File: src/rtl/monitor_pkg.sv
// Shared types for the CPU run monitor: FSM states, verdict error codes, saturating add.
// Latency: n/a (types and a combinational helper only).
// Backpressure: n/a.
package monitor_pkg;

  typedef enum logic [1:0] {
    CHECK = 2'd0,
    RUN   = 2'd1,
    PASS  = 2'd2,
    FAIL  = 2'd3
  } monitor_state_t;

  typedef enum logic [1:0] {
    ERR_NONE      = 2'd0,
    ERR_RESET_PC  = 2'd1,
    ERR_TIMEOUT   = 2'd2,
    ERR_SIGNATURE = 2'd3
  } monitor_err_t;

  // 32-bit add that sticks at all-ones instead of wrapping.
  function automatic logic [31:0] sat_add32(input logic [31:0] a, input logic [31:0] b);
    logic [32:0] s;
    s = {1'b0, a} + {1'b0, b};
    return s[32] ? 32'hFFFF_FFFF : s[31:0];
  endfunction

endpackage

File: src/rtl/commit_popcount.sv
// Counts how many commit channels retire an instruction this cycle.
// Latency: combinational, zero cycles.
// Backpressure: none; pure function of the strobe vector.
module commit_popcount #(
  parameter int CHANNELS = 2,
  parameter int CW       = $clog2(CHANNELS + 1)
) (
  input  logic [CHANNELS-1:0] valid,
  output logic [CW-1:0]       count
);

  // Ripple-add the strobes; CHANNELS is tiny so a linear chain is fine.
  always_comb begin
    count = '0;
    for (int i = 0; i < CHANNELS; i++) begin
      count = count + CW'(valid[i]);
    end
  end

endmodule

File: src/rtl/cpu_run_monitor.sv
// Run monitor beside the core: reset-PC check, cycle/commit counters, commit watchdog, halt detection, latched verdict.
// Latency: state moves on the edge that samples a condition; done/pass/errCode latch one edge later.
// Backpressure: none; inputs are sampled every rising edge. Optional trace: define CPU_RUN_MONITOR_TRACE_EN.
module cpu_run_monitor
  import monitor_pkg::*;
#(
  parameter int                WIDTH       = 31,
  parameter int                REG         = 4,
  parameter int                CHANNELS    = 2,
  parameter logic [WIDTH:0]    RESET_PC    = '0,
  parameter int                TIMEOUT     = 1024,
  parameter int                HALT_REPEAT = 4,
  parameter logic [REG:0]      SIG_REG     = 10,
  parameter logic [WIDTH:0]    SIG_PASS    = 1
) (
  input  logic                            clk,
  input  logic                            globalResetN,
  input  logic [WIDTH:0]                  nextPC,
  input  logic [CHANNELS-1:0]             commitValid,
  input  logic [CHANNELS*(REG+1)-1:0]     commitDest,
  input  logic [CHANNELS*(WIDTH+1)-1:0]   commitResult,
  output logic [1:0]                      state,
  output logic [31:0]                     cycleCount,
  output logic [31:0]                     commitCount,
  output logic                            done,
  output logic                            pass,
  output logic [1:0]                      errCode
);

  localparam int CW  = $clog2(CHANNELS + 1);
  localparam int WDW = $clog2(TIMEOUT + 1);
  localparam int STW = $clog2(HALT_REPEAT + 1);

  monitor_state_t  cur_state, nxt_state;
  monitor_err_t    err_q, err_next;
  logic [CW-1:0]   ncommit;
  logic            any_commit;
  logic [WIDTH:0]  prev_pc;
  logic [WIDTH:0]  sig_value, sig_next;
  logic [WDW-1:0]  wd_cnt, wd_next;
  logic [STW-1:0]  stable_cnt, stable_next;
  logic [31:0]     cyc_next, cmt_next;

  commit_popcount #(
    .CHANNELS (CHANNELS),
    .CW       (CW)
  ) u_popcount (
    .valid (commitValid),
    .count (ncommit)
  );

  assign any_commit = |commitValid;
  assign state      = cur_state;

  // Next-state, counter, watchdog, halt and signature evaluation.
  always_comb begin
    nxt_state   = cur_state;
    err_next    = err_q;
    wd_next     = wd_cnt;
    stable_next = stable_cnt;
    sig_next    = sig_value;
    cyc_next    = cycleCount;
    cmt_next    = commitCount;
    case (cur_state)
      CHECK: begin
        if (nextPC == RESET_PC) begin
          nxt_state = RUN;
        end else begin
          nxt_state = FAIL;
          err_next  = ERR_RESET_PC;
        end
      end
      RUN: begin
        cyc_next    = sat_add32(cycleCount, 32'd1);
        cmt_next    = sat_add32(commitCount, 32'(ncommit));
        wd_next     = any_commit ? '0 : wd_cnt + 1'b1;
        stable_next = (nextPC == prev_pc && !any_commit) ? stable_cnt + 1'b1 : '0;
        // Ascending scan so the youngest matching channel overwrites older ones.
        for (int i = 0; i < CHANNELS; i++) begin
          if (commitValid[i] && SIG_REG != '0 &&
              commitDest[i*(REG+1) +: REG+1] == SIG_REG) begin
            sig_next = commitResult[i*(WIDTH+1) +: WIDTH+1];
          end
        end
        // Halt takes priority over a coincident watchdog expiry.
        if (stable_next == STW'(HALT_REPEAT)) begin
          if (sig_next == SIG_PASS) begin
            nxt_state = PASS;
          end else begin
            nxt_state = FAIL;
            err_next  = ERR_SIGNATURE;
          end
        end else if (wd_next == WDW'(TIMEOUT)) begin
          nxt_state = FAIL;
          err_next  = ERR_TIMEOUT;
        end
      end
      default: begin
        nxt_state = cur_state;
      end
    endcase
  end

  // State, counters and tracking registers; terminal states hold everything.
  always_ff @(posedge clk or negedge globalResetN) begin
    if (!globalResetN) begin
      cur_state   <= CHECK;
      err_q       <= ERR_NONE;
      cycleCount  <= '0;
      commitCount <= '0;
      wd_cnt      <= '0;
      stable_cnt  <= '0;
      sig_value   <= '0;
      prev_pc     <= '0;
    end else begin
      cur_state   <= nxt_state;
      err_q       <= err_next;
      cycleCount  <= cyc_next;
      commitCount <= cmt_next;
      wd_cnt      <= wd_next;
      stable_cnt  <= stable_next;
      sig_value   <= sig_next;
      prev_pc     <= nextPC;
    end
  end

  // Verdict latches on the first edge spent in a terminal state.
  always_ff @(posedge clk or negedge globalResetN) begin
    if (!globalResetN) begin
      done    <= 1'b0;
      pass    <= 1'b0;
      errCode <= '0;
    end else if (!done && (cur_state == PASS || cur_state == FAIL)) begin
      done    <= 1'b1;
      pass    <= (cur_state == PASS);
      errCode <= err_q;
    end
  end

`ifdef CPU_RUN_MONITOR_TRACE_EN
  // Simulation trace of retirements and the verdict transition.
  always @(posedge clk) begin
    if (globalResetN) begin
      if (cur_state == RUN) begin
        for (int i = 0; i < CHANNELS; i++) begin
          if (commitValid[i]) begin
            $display("[cpu_run_monitor] cyc=%0d ch=%0d dest=x%0d result=%h",
                     cycleCount, i, commitDest[i*(REG+1) +: REG+1],
                     commitResult[i*(WIDTH+1) +: WIDTH+1]);
          end
        end
      end
      if ((cur_state == CHECK || cur_state == RUN) &&
          (nxt_state == PASS || nxt_state == FAIL)) begin
        $display("[cpu_run_monitor] verdict %s err=%0d cycles=%0d commits=%0d",
                 (nxt_state == PASS) ? "pass" : "fail", err_next, cyc_next, cmt_next);
      end
    end
  end
`endif

endmodule

File: config.mk
export PLATFORM = sky130hd
export DESIGN_NAME = cpu_run_monitor
export DESIGN_NICKNAME = d
export VERILOG_FILES = /design/src/rtl/monitor_pkg.sv /design/src/rtl/commit_popcount.sv /design/src/rtl/cpu_run_monitor.sv
export SDC_FILE = /design/constraint.sdc
export NUM_CORES = 1
export LEC_CHECK = 0
export ABC_CLOCK_PERIOD_IN_PS = 5500
export CAP_MARGIN = 40
export CORE_ASPECT_RATIO = 1.25
export CORE_MARGIN = 3
export CORE_UTILIZATION = 56
export CTS_BUF_LIST = sky130_fd_sc_hd__clkbuf_4 sky130_fd_sc_hd__clkbuf_8
export DETAILED_ROUTE_END_ITERATION = 6
export PLACE_DENSITY = 0.86
export SETUP_SLACK_MARGIN = 0.1
export SYNTH_ARGS = -nofsm -noshare
export SYNTH_HDL_FRONTEND = slang
export SYNTH_HIERARCHICAL = 1
export SYNTH_SLANG_ARGS = --single-unit
File: constraint.sdc
create_clock -name clk -period 5.5 [get_ports clk]
set_input_delay 1.1 -clock clk [delete_from_list [all_inputs] [get_ports clk]]
set_output_delay 1.1 -clock clk [all_outputs]
set_load 0.02 [all_outputs]
==> run metrics, run 1 <==
# rows=46; Crit. End Element=flop; unrepaired setup endpoints after global routing=no; Clock transition at path regs=0.08 ns; CP max stage cell=or2_1; DR vias=6,808; dpl cell area=9520 sq um; final WL=19.7 mm; Setup TNS=0 ns; syn_nets=908; maximum capacitance violations=0; final hold vios=0; Hold WS=0.482 ns; Post-synth EDFFs=0; startpoint class of the critical path=input port; Routed WL per cell=17.2 um; CTS root buffer=clkbuf_8; Arr. time, crit path=4.44 ns; post-route cell area=9940 sq um; worst r2r src=commitCount[0]$_DFFE_PN0P_; CP peak stage delay=0.59 ns; Initial Util=58.4%; worst hold start=sig_value[28]$_DFFE_PN0P_; sw frac=30.3%; ys async rst share=100%; antenna diode count=0; CTS tree=done; Netlist cell types=68; Final GP Congestion=0.880; Switch Pwr=0.896 mW; final std cells w/o fill=1,146; critical path class=in -> reg; worst min-delay path category=reg -> reg; sequential share of the synthesized area=49.6%; Main synth FF type=dfrtp_1; reg2reg path depth=9; internal power=2.06 mW; Max Root-Sink Buffers=2; first-pass iteration count of the detailed router=5; DIE AREA=15,000 sq um; Pleak=4.23 nW; largest net degree at the start of global routing=82; Tcrit/Tclk final=73.8%; PwrDens=297 nW/um^2; CTS Buf Count=17; Avg Inst Size Synth=9.57 sq um; Syn. warnings=6; DRC viols=0; Pins Over Slew Limit=0; relative slew slack=41.5%; GRT met2 Usage=46.3%; Die Ht=136 um; most used routing layer=met2; Synth Cell Area=7570 sq um; Least-Margin Pin Slew=0.878 ns; H-tree level count=4; Setup Fix Bufs, Post-CTS=0; total gr overflow=0; final core area utilization=76.8%; fillers=891; CTS Hold Bufs=0; final worst slack=1.44 ns; Final setup violation count=0; ranking of synthesized cells by area=dfrtp_1 50%, nand2_1 6.4%, xnor2_1 5.9%; Hold Path Stages=2; crit path cell chain=clkdlybuf4s50_1, buf_4, ha_1, ha_1, inv_1, fa_1, nor4b_2, nand2_1, nor2_1, nand2_1, or2_1, o211ai_1; crit path launch=commitValid[0]; DP HPWL=14.1 mm; first-pass GRT wire length=32.2 mm; gr usage total=27.4%; top cells by count, synth=150 x dfrtp_1, 130 x nand2_1, 52 x nand3_1; Die Wd=110 um; placed insts=1,114; clk_lat worst skew=0.46 ns; core footprint=12,900 sq um; Min Clock Period, post-route=4.06 ns; Cells after Synth=791; antenna-violating nets left=0; outcome=completed; Synth area leader=dfrtp_1; nets=1,082; Sink Count=150; Iter 0 DRT Violations=440; critical path fanouts, max=27; met3 GRT Util=6.03%; vias per std cell=5.94; area overhead of the layout relative to synthesis=31.4%; share of total power in the clock network=30.7%; flops & latches, synth=150; VDD IR max=0.203 mV; IO buf count=179; Max Clock Skew=0.0123 ns; Tot Pwr=2.95 mW; fraction of layout cells with a size suffix above 1=7.36%; Fmax=246 MHz; IO Count=180; top-count cell post-synth=dfrtp_1; initial antenna violation count=0; vias in the first global route=6,560; sequential power share=46.5%; Post-CTS Resized=0; worst endpoint required time=5.88 ns; met1 usage=34.8%; pre-CTS WS=0.974 ns; Gate power share=22.8%; Yosys top cell area share=49.6%
-- final cells by class --
cell class | instances | area (sq um) | area share (%)
well taps | 168 | 210 | 2.11
clock inverters | 13 | 171 | 1.72
clock buffers | 19 | 255 | 2.57
repair buffers | 188 | 1880 | 18.9
multi-input cells | 598 | 3640 | 36.6
inverters | 10 | 37.5 | 0.377
flip-flops and latches | 150 | 3750 | 37.7
-- flip-flops by register name (all words and copies together), names as in the netlist --
register and cells:
errCode 2, pass 1, commitCount 32, err_q 2, done 1, cycleCount 32, stable_cnt 3, prev_pc 32
state 2, sig_value 32, wd_cnt 11
-- metal layers --
layer	routed length (um)	vias up
li1	-	3182
met1	7770	3272
met2	10100	318
met3	1430	36
met4	371	0
met5	0	-
-- cells in the final DEF (no fill, tap or decap), types with 4 or more instances in the layout --
master,instances
a21oi_1,26
dfrtp_1,150
ha_1,6
mux2_2,16
clkbuf_8,18
o21ai_0,44
a31oi_1,20
nand3_1,52
nor2_1,46
buf_4,8
nand2_1,130
nand2b_1,6
clkdlybuf4s50_1,178
nor4_1,15
or2_2,5
and4_1,7
xor2_1,32
inv_1,10
and3_1,14
a211oi_1,4
xnor2_1,51
o22ai_1,14
nand4_1,20
nor3_1,28
nor4b_1,4
-- final timing paths --
path / to / slack (ns)
worst max-delay path: commitCount[1]$_DFFE_PN0P_ / 1.44
worst min-delay path: sig_value[28]$_DFFE_PN0P_ / 0.48
worst max register to register: commitCount[1]$_DFFE_PN0P_ / 2.50
worst min register to register: sig_value[28]$_DFFE_PN0P_ / 0.48
max in group asynchronous: prev_pc[22]$_DFF_PN0_ / 3.79
min in group asynchronous: commitCount[30]$_DFFE_PN0P_ / 0.50
-- kinds of logic (layout without fill, tap and decap cells) --
family / Yosys count / count (layout) / synth area share (%)
fa+ha+maj: 7 / 7 / 1.26
xor+xnor: 83 / 83 / 9.60
buf+inv: 43 / 230 / 2.46
simple gates: 357 / 357 / 23.7
compound gates: 134 / 134 / 10.9
flops: 150 / 150 / 49.6
mux: 17 / 17 / 2.53
-- worst max-delay path: cells and delay by family --
kind	cells	cell delay [ns]
AND/OR/NAND/NOR	5	1.64
buffers and inverters	3	0.60
adder cells (fa/ha/maj)	3	0.85
AO/OA/AOI/OAI	1	0.24
-- power groups by stage --
stage | combinational [mW] | clock, mW | sequential, mW
6_report | 0.674 | 0.907 | 1.37
5_1_grt | 0.742 | 0.960 | 1.39
4_1_cts | 0.679 | 0.922 | 1.37
3_5_place_dp | 0.674 | 0 | 1.39
3_3_place_gp | 0.652 | 0 | 1.38
2_1_floorplan | 0.306 | 0 | 1.42
(Power assumes the default switching activity.)
==> run 2: changes to the inputs <==
- ABC_CLOCK_PERIOD_IN_PS: 5500 -> 3600
- CORE_UTILIZATION: 56 -> 47
- PLACE_DENSITY: 0.86 -> 0.76
- clock period: 5.5 -> 3.6 ns (I/O delays scaled with it)
==> run 2 against run 1 <==
Against the previous run:
- sequential cell count did not move
- clock power rose by 42%
- final cell count rose by 4.9%
- first-iteration DRC count rose by 17%
- cell area rose by 1.1%
- highest routed layer unchanged
- critical endpoint is now commitCount[16]$_DFFE_PN0P_
- sequential share of layout area fell by 0.41 points
- largest cell class unchanged
- clock skew fell by 0.0020 ns
==> run metrics, run 2 (synthesis gave the netlist of run 1 again) <==
Die Wd=120 um (+8.7%); top routing layer used=met4; Max Clock Skew=0.0104 ns (-0.00196 ns); CTS Hold Bufs=0 (unchanged); gr usage total=22.4% (-5.0 points); CP most frequent cell=ha_1; worst min-delay path category=in -> async; final hold vios=0 (unchanged); final worst slack=0.515 ns (-0.926 ns); reg2reg path depth=8 (-1); Setup TNS=0 ns (unchanged); met1 wire length=8.22 mm (+5.8%); relative slew slack=45.0% (+3.5 points); unrepaired setup endpoints after global routing=no; Post-CTS Resized=0 (unchanged); Pins Over Slew Limit=0 (unchanged); post-route cell area=10,100 sq um (+1.1%); final WL=19.3 mm (-2.0%); CTS root buffer=clkbuf_8; vias in the first global route=6,617 (+0.87%); Hold WS=0.217 ns (-0.265 ns); worst endpoint required time=3.94 ns (-1.94 ns); pre-CTS WS=0.0325 ns (-0.942 ns); commonest non-fill, non-tap cell in the layout=clkdlybuf4s50_1; DIE AREA=17,700 sq um (+18%); RR Endpoint=err_q[1]$_DFFE_PN0P_; vias per std cell=5.52 (-7.1%); Initial Util=48.2% (-10 points); H-tree level count=4 (unchanged); CTS tree=done; antenna-violating nets left=0 (unchanged); VDD IR max=0.213 mV (+5.1%); first-pass GRT wire length=32.3 mm (+0.45%); antenna diode count=0 (unchanged); IO Count=180 (unchanged); Crit path depth=11 (-1); crit-path leading delay family=adder cells; Setup Fix Bufs, Post-CTS=0 (unchanged); outcome=completed; Clock transition at path regs=0.08 ns (about the same); CTS Buf Count=17 (unchanged); Iter 0 DRT Violations=516 (+17%); DP HPWL=14.2 mm (+0.57%); met2 wire len=9.59 mm (-5.2%); Min Clock Period, post-route=3.09 ns; Final setup violation count=0 (unchanged); largest net degree at the start of global routing=68 (-17%); worst reg2reg setup slack=1.09 ns (-1.41 ns); first-pass iteration count of the detailed router=5 (unchanged); CP peak stage delay=0.53 ns (-0.06 ns); worst r2r src=wd_cnt[0]$_DFFE_PN0P_; initial antenna violation count=0 (unchanged); dpl cell area=9660 sq um (+1.4%); fraction of layout cells with a size suffix above 1=8.48% (+1.1 points); area overhead of the layout relative to synthesis=32.8%; clk_lat worst skew=0.45 ns (about the same); CP max stage cell=clkdlybuf4s50_1; CP Buf/Inv Count=3 (unchanged); commonest non-fill, non-tap cells in the layout=178 x clkdlybuf4s50_1, 150 x dfrtp_1, 130 x nand2_1; PwrDens=439 nW/um^2 (+48%); Pleak=4.26 nW (+0.73%); critical path class=in -> reg; Max Root-Sink Buffers=2 (unchanged); nets=1,094 (+1.1%); Crit. End Element=flop; # rows=51 (+11%); met3 WL post-DR=1.18 mm (-18%); Arr. time, crit path=3.42 ns (-1.02 ns); DRC viols=0 (unchanged); Sink Count=150 (unchanged); Routed WL per cell=16.1 um (-6.5%); IO buf count=179 (unchanged); startpoint class of the critical path=input port; Tcrit/Tclk final=85.7%; total gr overflow=0 (unchanged); Fmax=324 MHz; Final GP Congestion=0.832 (-5.5%); final core area utilization=64.1% (-13 points); crit path cell chain=clkdlybuf4s50_1, ha_1, ha_1, inv_1, fa_1, nor4b_2, buf_4, and2_0, nand4_1, xor2_1, nand2_1; core footprint=15,700 sq um (+21%); critical path fanouts, max=5 (-81%); maximum capacitance violations=0 (unchanged); Die Ht=148 um (+8.8%); Least-Margin Pin Slew=0.824 ns (-0.0541 ns); DR vias=6,633 (-2.6%)
-- run 2: cell count changes in the layout (fill, tap and decap cells not counted), sizes merged --
cell and change:
buf +12, clkinvlp +3, bufinv -1, clkbuf -1, inv -1
-- run 2: metal layers --
layer	up-vias	global-route usage [%]
met5	-	0
met4	0	6.82
met3	24	4.32
met2	246	37.6
met1	3167	29.8
li1	3196	-
-- run 2: final cells by class --
class                           count  area (sq um)
Clock buffer                       18           248
Clock inverter                     14           151
Fill cell                        1332          5640
Inverter                           10          37.5
Multi-Input combinational cell    598          3640
Sequential cell                   150          3750
Tap cell                          212           265
Timing Repair Buffer              200          1960
-- run 2: metrics by stage --
| step | power [mW] | std cells |
|---|---|---|
| after floorplan | 2.64 | 791 |
| after global routing | 4.65 | 1202 |
| after global placement | 3.12 | 1170 |
| after CTS | 4.46 | 1202 |
| final | 4.42 | 1202 |
| after detailed placement | 3.15 | 1170 |
-- run 2: worst max-delay path by stage --
| stage | startpoint | endpoint | slack [ns] |
|---|---|---|---|
| 6_report | commitValid[0] | commitCount[16]$_DFFE_PN0P_ | 0.51 |
| 5_1_grt | commitValid[0] | commitCount[16]$_DFFE_PN0P_ | 0.38 |
| 4_1_cts | commitValid[0] | commitCount[16]$_DFFE_PN0P_ | 0.53 |
| 3_5_place_dp | commitValid[0] | commitCount[16]$_DFFE_PN0P_ | 0.03 |
| 3_3_place_gp | commitValid[0] | commitCount[16]$_DFFE_PN0P_ | 0.10 |
| 2_1_floorplan | commitValid[0] | commitCount[10]$_DFFE_PN0P_ | 0.43 |
-- run 2: where the power goes --
group	switching (mW)	internal, mW
Combinational	0.496	0.528
Sequential	0.199	1.90
Clock	0.655	0.640
Total	1.35	3.07
